$ cat src/rtl/ul_bank_reader.sv
// ul_bank_reader: sends the link-up acknowledge frame, then reads full ping-pong banks round-robin and packs decoded bytes into transmit words
module ul_bank_reader #(
  parameter int NBANK = 2,
  parameter int BANK_AW = 9,
  parameter int FRAME_LEN = 262,
  parameter int OUT_BYTES = 2,
  parameter int ACK_WORDS = 132,
  parameter int DONE_HOLD = 6,
  localparam int TW = 8 * OUT_BYTES,
  localparam int BW = $clog2(NBANK),
  localparam int AW = BANK_AW + BW
) (
  input  logic             clk,
  input  logic             rst,
  input  logic             link_en,
  input  logic             bus_busy,
  input  logic             word_done,
  input  logic [7:0]       dec_data,
  input  logic             dec_valid,
  input  logic [NBANK-1:0] bank_full,
  output logic [NBANK-1:0] bank_done,
  output logic             ram_rd_en,
  output logic [AW-1:0]    ram_rd_addr,
  output logic             dec_in_valid,
  output logic             dec_frame,
  output logic [TW-1:0]    tx_data,
  output logic             tx_req,
  output logic [15:0]      frame_cnt
);
  localparam int OW = BANK_AW + 1;
  localparam int IW = $clog2(OUT_BYTES + 1);
  localparam int KW = $clog2(ACK_WORDS + 1);
  localparam int HW = $clog2(DONE_HOLD + 1);
  localparam logic [OW-1:0] FL = OW'(FRAME_LEN);
  localparam logic [OW-1:0] OB = OW'(OUT_BYTES);
  localparam logic [IW-1:0] IB = IW'(OUT_BYTES);
  localparam logic [IW-1:0] IB1 = IW'(OUT_BYTES - 1);
  localparam logic [KW-1:0] KA = KW'(ACK_WORDS);
  localparam logic [HW-1:0] HD1 = HW'(DONE_HOLD - 1);
  typedef enum logic [1:0] {IDLE, ACK, READ, DONE} state_t;
  state_t state, state_nx;
  logic ack_sent, busy_w, sel_ok, wd;
  logic [BW-1:0] rr_ptr, cur_bank, sel;
  logic [OW-1:0] offset;
  logic [IW-1:0] iss, pk_cnt;
  logic [KW-1:0] k;
  logic [HW-1:0] hold;
  logic [TW-1:0] pk, ack_word;
  logic [BANK_AW-1:0] rd_off;
  function automatic logic [BW-1:0] wrap(input logic [BW-1:0] b, input int i);
    int j;
    j = int'(b) + i;
    return BW'(j >= NBANK ? j - NBANK : j);
  endfunction
  assign wd = word_done && busy_w;
  assign rd_off = BANK_AW'(offset + OW'(iss));
  always_comb
    ack_word = k == KW'(0) ? TW'(16'h4747) :
               k == KW'(1) ? TW'(16'h0F00) :
               k == KW'(2) ? TW'(16'h55AA) :
               k == KW'(3) ? TW'(16'h00FF) :
               k == KW'(4) ? TW'(16'h0100) : '0;
  always_comb begin
    sel = '0;
    sel_ok = 1'b0;
    for (int i = NBANK - 1; i >= 0; i--)
      if (bank_full[wrap(rr_ptr, i)]) begin
        sel = wrap(rr_ptr, i);
        sel_ok = 1'b1;
      end
  end
  always_ff @(posedge clk) state <= rst ? IDLE : state_nx;
  always_comb
    state_nx = !link_en ? IDLE :
               state == IDLE ? (!ack_sent ? ACK : (!bus_busy && sel_ok) ? READ : IDLE) :
               state == ACK  ? ((k == KA && !bus_busy) ? IDLE : ACK) :
               state == READ ? ((offset == FL && !bus_busy) ? DONE : READ) :
               (hold == HD1 ? IDLE : DONE);
  always_comb begin
    bank_done = '0;
    if (state == DONE) bank_done[cur_bank] = 1'b1;
  end
  always_ff @(posedge clk) begin
    if (rst) begin
      ack_sent <= 1'b0;
      busy_w <= 1'b0;
      rr_ptr <= '0;
      cur_bank <= '0;
      offset <= '0;
      iss <= '0;
      pk_cnt <= '0;
      pk <= '0;
      k <= '0;
      hold <= '0;
      frame_cnt <= '0;
      tx_data <= '0;
      tx_req <= 1'b0;
      ram_rd_en <= 1'b0;
      ram_rd_addr <= '0;
      dec_in_valid <= 1'b0;
      dec_frame <= 1'b0;
    end else begin
      tx_req <= 1'b0;
      ram_rd_en <= 1'b0;
      dec_in_valid <= ram_rd_en;
      dec_frame <= state == READ && link_en;
      if (wd) busy_w <= 1'b0;
      if (!link_en) begin
        ack_sent <= 1'b0;
        busy_w <= 1'b0;
        iss <= '0;
        pk_cnt <= '0;
      end else if (state == IDLE) begin
        k <= '0;
        hold <= '0;
        offset <= '0;
        iss <= '0;
        pk_cnt <= '0;
        busy_w <= 1'b0;
        cur_bank <= sel;
      end else if (state == ACK) begin
        if (!busy_w && !bus_busy && k != KA) begin
          tx_data <= ack_word;
          tx_req <= 1'b1;
          busy_w <= 1'b1;
        end
        if (wd) k <= k + 1'b1;
        if (state_nx == IDLE) ack_sent <= 1'b1;
      end else if (state == READ) begin
        if (iss != IB && offset != FL) begin
          ram_rd_en <= 1'b1;
          ram_rd_addr <= {cur_bank, rd_off};
          iss <= iss + 1'b1;
        end
        if (wd && iss == IB) begin
          offset <= offset + OB;
          iss <= '0;
        end
        if (dec_valid) begin
          pk <= TW'({pk, dec_data});
          pk_cnt <= pk_cnt == IB1 ? '0 : pk_cnt + 1'b1;
          if (pk_cnt == IB1) begin
            tx_data <= TW'({pk, dec_data});
            tx_req <= 1'b1;
            busy_w <= 1'b1;
          end
        end
      end else begin
        hold <= hold + 1'b1;
        if (state_nx == IDLE) begin
          rr_ptr <= wrap(cur_bank, 1);
          frame_cnt <= frame_cnt + 1'b1;
        end
      end
    end
  end
endmodule
$ cat config.mk
export PLATFORM = sky130hd
export DESIGN_NAME = ul_bank_reader
export DESIGN_NICKNAME = d
export VERILOG_FILES = /design/src/rtl/ul_bank_reader.sv
export SDC_FILE = /design/constraint.sdc
export NUM_CORES = 1
export LEC_CHECK = 0
export BUFFER_PORTS_ARGS = -buffer_cell sky130_fd_sc_hd__buf_2
export CORE_ASPECT_RATIO = 0.6
export CORE_MARGIN = 2
export CORE_UTILIZATION = 44
export DETAILED_ROUTE_END_ITERATION = 12
export GPL_ROUTABILITY_DRIVEN = 0
export GPL_TIMING_DRIVEN = 0
export PLACE_DENSITY_LB_ADDON = 0.05
export REMOVE_ABC_BUFFERS = 1
export SYNTH_ARGS = -nofsm -noshare
export SYNTH_HDL_FRONTEND = slang
export SYNTH_SLANG_ARGS = --single-unit
$ cat constraint.sdc
create_clock -name clk -period 2.1 [get_ports clk]
set_input_delay 0.105 -clock clk [delete_from_list [all_inputs] [get_ports clk]]
set_output_delay 0.105 -clock clk [all_outputs]
set_load 0.05 [all_outputs]
### Word level (Yosys, flattened, before mapping)

Index checks and enable logic that the tools add are counted.

| word-level totals | value |
|---|---|
| output and inout port bits | 48 |
| word-level logic and storage cells | 154 |
| flip-flop bits (word level) | 85 |

| operators by class | value |
|---|---|
| equal/unequal tests | 18 |
| muxes and demuxes | 58 |
| reductions and logical operators | 37 |
| bitwise operators | 4 |
| add/subtract/negate cells | 12 |
| magnitude comparators | 7 |

Operator list:

| operator | count |
|---|---|
| 16-bit 2-to-1 mux | 5 |
| 15-bit 2-to-1 mux | 3 |
| 10-bit 2-to-1 mux | 4 |
| 1-bit 2-to-1 mux | 26 |
| 8-bit 2-to-1 mux | 3 |
| 2-bit 2-to-1 mux | 11 |
| 9-bit 2-to-1 mux | 2 |
| 16-bit by 1-bit adder with 16-bit output (second input constant) | 1 |
| 8-bit by 2-bit == test with 1-bit output (second input constant) | 2 |
| 2-bit nonzero test | 8 |
| 3-bit AND reduction | 5 |
| 5-bit AND reduction | 3 |
| 10-bit by 2-bit adder with 10-bit output (second input constant) | 1 |
| 10-bit by 9-bit == test with 1-bit output (second input constant) | 1 |
| 1-bit logical AND | 10 |
| 10-bit by 9-bit inequality test with 1-bit output (second input constant) | 1 |
| 9-bit by 2-bit adder with 9-bit output | 1 |
| 3-bit 2-to-1 mux | 3 |
| 8-bit by 1-bit adder with 8-bit output (second input constant) | 1 |
| 8-bit by 1-bit == test with 1-bit output (second input constant) | 1 |
| 8-bit by 3-bit == test with 1-bit output (second input constant) | 1 |
| 8-bit == test (second input constant) | 1 |
| 8-bit logical NOT | 1 |
| 8-bit inequality test (second input constant) | 1 |
| 23 further kinds | 40 |

### Depth between registers and ports, before layout

| logic depth | value |
|---|---|
| word-level depth | 14 |
| gate-level depth with buffers | 8 |

### Worst setup path after synthesis

Ideal clock, no wire load.

| timing | value |
|---|---|
| kind | register to register |
| from | reg state[1] |
| to | reg tx_data[0] |
| clock period less this slack | 2.048 ns |
| data arrival time | 1.914 ns |
| stages on the path, launching flop included | 8 |
| library setup time | 0.134 ns |
| path slack | 0.052 ns |
| required time | 1.966 ns |
| cells stage by stage | dfxtp_1 -> inv_1 -> ha_1 -> nor3b_1 -> o211ai_1 -> nor2_1 -> buf_2 -> a211oi_1 |

| on the way | value |
|---|---|
| longest elaborated chain between the ends | 3 |

RTL lines:

| item | line | RTL |
|---|---|---|
| start: declaration | 41 | `state_t state, state_nx;` |
| start signal: assignment | 72 | `always_ff @(posedge clk) state <= rst ? IDLE : state_nx;` |
| 2-bit by 1-bit == test with 1-bit output, or another cell as far along | 121 | `end else if (state == ACK) begin` |
| 2-bit by 1-bit inequality test with 1-bit output (no source line), or another cell as far along | -- |  |
| 6-bit AND reduction (no source line) | -- |  |
| end signal: assignment | 123 | `tx_data <= ack_word;` |
| end signal: assignment | 143 | `tx_data <= TW'({pk, dec_data});` |
| end: declaration | 26 | `output logic [TW-1:0] tx_data,` |

Several ways; a longest one is shown, not always the timed one.
A chain may end at the register's enable or synchronous reset.

### Worst setup path after layout

| timing | value |
|---|---|
| from | reg state[1] |
| to | reg frame_cnt[12] |

| on the way | value |
|---|---|
| longest elaborated chain between the ends | 7 |

RTL lines:

| item | line | RTL |
|---|---|---|
| 2-bit == test | 77, 129 |  |
| 2-bit 2-to-1 mux | 77 | `state == READ ? ((offset == FL && !bus_busy) ? DONE : READ) :` |
| 2-bit 2-to-1 mux | 76 | `state == ACK ? ((k == KA && !bus_busy) ? IDLE : ACK) :` |
| 2-bit 2-to-1 mux | 75 | `state == IDLE ? (!ack_sent ? ACK : (!bus_busy && sel_ok) ? READ : IDLE) :` |
| 2-bit 2-to-1 mux | 74 | `state_nx = !link_en ? IDLE :` |
| 2-bit logical NOT | 150 | `if (state_nx == IDLE) begin` |
| 5-bit AND reduction (no source line) (*) | -- |  |
| end signal: assignment | 152 | `frame_cnt <= frame_cnt + 1'b1;` |
| end: declaration | 28 | `output logic [15:0] frame_cnt` |

Every way passes the cells marked *; elsewhere a longest branch is shown, timed or not.

==> flow_summary.toml <==
[status]
status = "finished, final reports clean"

[floorplan]
die_h_um = 79.85
dieWidth_um = 130.4
dieArea_um2 = 10410
start_util_pct = 45.58
coreArea_um2 = 9256
io-pin-count = 64
rows = 27

[logic_synthesis]
postSynth.asyncResetShare_pct = 0
synth_top_area_cell = "dfxtp_1"
synth.cell_area_um2 = 4219
yosysTopAreaCellShare_pct = 39.86
ys_seq_area_share_pct = 39.86
synth_seq_cells = 84
netlist_instances = 497
ys.flop_type = "dfxtp_1"
yosys-top-cells-area = "dfxtp_1 (40%), a21oi_1 (7.5%), ha_1 (3.9%)"
ys_types = 59
synth_edf_count = 0
synth_area_per_cell_um2 = 8.489
yosys_warnings = 0

[place]
portBuffers = 63
dpl_worst_slack_ns = -0.9084
hpwlAfterDp_mm = 7.421
place_area_um2 = 4574
placedCellCount = 662

[setup_path]
cp.required_ns = 2.37
slowest_stage = "or4_4"
critical_path_arrival_ns = 2.28
crit_chain = "inv_4 > ha_4 > buf_6 > nor3b_4 > nand4_1 > buf_6 > buf_4 > or4_4 > a21oi_2"
crit_fanout = 5
crit_path_start_kind = "flip-flop"
crit_top_cell = "buf_6"
end_kind = "flip-flop"
critPathKind = "reg2reg"
crit_path_max_incr_delay_ns = 0.47

[power_and_ir_drop]
finalPower_mw = 3.518
ir_drop_v = 0.0004527
power.density_nw_per_um2 = 668.5
p_leak_nw = 1.925

[global_route]
grt_pass1_wl_mm = 16.95
grt_pass1_vias = 3336
grt_max_degree = 72
grt-ovfl-total = 0
antenna_found_initial = 0
track_usage_pct = 20.78

[clock_network]
cts_tree = "done"
cts.clk_slew.worst_paths_ns = 0.06
htreeDepth = 3
clkLatencyLatePin_ns = 0.34
clock-sinks = 84
cts_made_buffers = 9
clockBufferDepth = 2
root_buffer = "clkbuf_16"

[sta]
tightest_slew_ns = 1.315
setup_slack_ns = 0.08532
skew_ns = 0.006760
period_share_pct = 95.94
setup_violations = 0
min_period_ns = 2.015
drv_slew = 0
hold_viol = 0
setup_tns_ns = 0
max_freq_mhz = 496.4
slew_headroom_pct = 12.34

[layout]
area_growth_pct = 24.73
fillerInstances = 905
antenna-diode-count = 0
stdcell_count = 699
nNetsFinal = 593
final_cell_area_um2 = 5263
final_layout_size_suffix_gt1_share_pct = 25.31

[routing]
ant_nets = 0
dr_total_vias = 3933
routedWlPerCell_um = 15.57
viasPerCell = 5.627
drt_iter0_drc = 253
drc = 0
drt_wl_total_mm = 10.88
first_pass_iters = 5

[job]
max-cap-violations = 0

[min_path]
hp-class = "in2reg"
==> final cells by class <==
type | instances | area [um^2] | share of cell area, %
Multi-Input combinational cell | 365 | 2540 | 48.26
Inverter | 21 | 85.08 | 1.617
Sequential cell | 84 | 1687 | 32.05
Clock buffer | 10 | 229.0 | 4.351
Tap cell | 130 | 162.7 | 3.091
Clock inverter | 6 | 88.84 | 1.688
Timing Repair Buffer | 83 | 470.5 | 8.940
==> logic make-up after synthesis <==
family,Yosys count,synth area share (%)
AND/OR/NAND/NOR,187,24.73
AO/OA/AOI/OAI,134,20.08
flip-flops,84,39.86
buffers and inverters,49,4.893
XOR/XNOR,18,3.737
adder cells (fa/ha/maj),13,3.855
multiplexers,12,2.847
==> report_power, final <==
part	switching (mW)	internal [mW]
combinational	0.148	0.0812
sequential	0.00691	1.60
clock	0.642	1.04
total	0.797	2.72
==> metal layers <==
| metal | routed length, um | track usage [%] |
|---|---|---|
| met1 | 5760 | 32.93 |
| met2 | 4409 | 27.64 |
| met3 | 628 | 5.027 |
| met4 | 84 | 4.681 |
| met5 | 0 | 0 |
==> critical path, delay by kind of cell, from the launching register on <==
kind / cells / cell delay [ns]
DFF: 1 / 0.36
adders and majority gates: 1 / 0.16
and+or+nand+nor: 3 / 0.82
AOI/OAI and AO/OA: 1 / 0.11
buffers and inverters: 4 / 0.48
==> flip-flops by register name, indices dropped and copies added (netlist names), 2 cells and up <==
name / cells
frame_cnt: 16
hold: 3
iss: 2
k: 8
offset: 9
pk: 8
pk_cnt: 2
ram_rd_addr: 10
state: 2
tx_data: 16
==> Yosys cell counts, types with 2 or more instances <==
cell type,number
nand2_1,29
nor4_1,7
a22oi_1,2
and3b_1,3
nor2b_1,5
xnor2_1,9
a311oi_1,9
a21boi_0,2
or4_1,8
dfxtp_1,84
or3_1,12
nor3_1,15
nand2b_1,8
nand4_1,11
nor3b_1,2
o2111ai_1,2
mux2i_1,12
nor2_1,37
and2_1,5
clkbuf_1,21
nand3_1,22
xor2_1,9
a21oi_1,63
ha_1,13
a31oi_1,3
o31ai_1,7
o21ai_0,13
buf_4,3
a211oi_1,13
inv_1,21
or4b_2,4
o41ai_1,6
a21o_1,2
buf_2,3
or3b_2,3
and3_1,5
and4_1,2
==> metrics by stage <==
| step | util [%] | hold WS (ns) |
|---|---|---|
| floorplan | - | 0.1741 |
| global placement | 49.36 | 0.3652 |
| detailed placement | 49.42 | 0.3695 |
| CTS | 53.93 | 0.01339 |
| global route | 56.85 | 0.02279 |
| finish | 56.85 | 0.01879 |
==> timing repair <==
item,in CTS,in global routing
cloned,0,2
setup endpoints to repair,59,39
pin swaps,1,13
setup buffers,5,14
hold buffers,0,0
gates resized for setup,17,34
==> worst paths after layout <==
kind | endpoint | startpoint | slack (ns) | depth (start not counted)
max | frame_cnt[12] | state[1] | 0.09 | 9
min | pk[4] | dec_data[4] | 0.02 | 3
max reg2reg | frame_cnt[12] | state[1] | 0.09 | 9
min reg2reg | dec_in_valid | ram_rd_en | 0.47 | 1
==> cell usage in the layout, fill, tap and decap left out, types with 4 or more instances in the layout <==
cell	count
nor2_1	35
a211oi_1	12
or3_1	11
a21oi_2	4
clkbuf_16	9
and3_1	5
nand4_1	11
nor3_1	14
ha_1	10
nand3_1	22
nor4_1	6
o31ai_1	6
a21oi_1	59
a311oi_1	9
mux2i_1	12
xor2_1	9
buf_4	17
and2_1	4
o21ai_0	13
or4_1	6
dfxtp_1	82
inv_1	18
nand2_1	29
nand2b_1	8
xnor2_1	9
buf_2	64
Power figures use the tool's default switching activity.
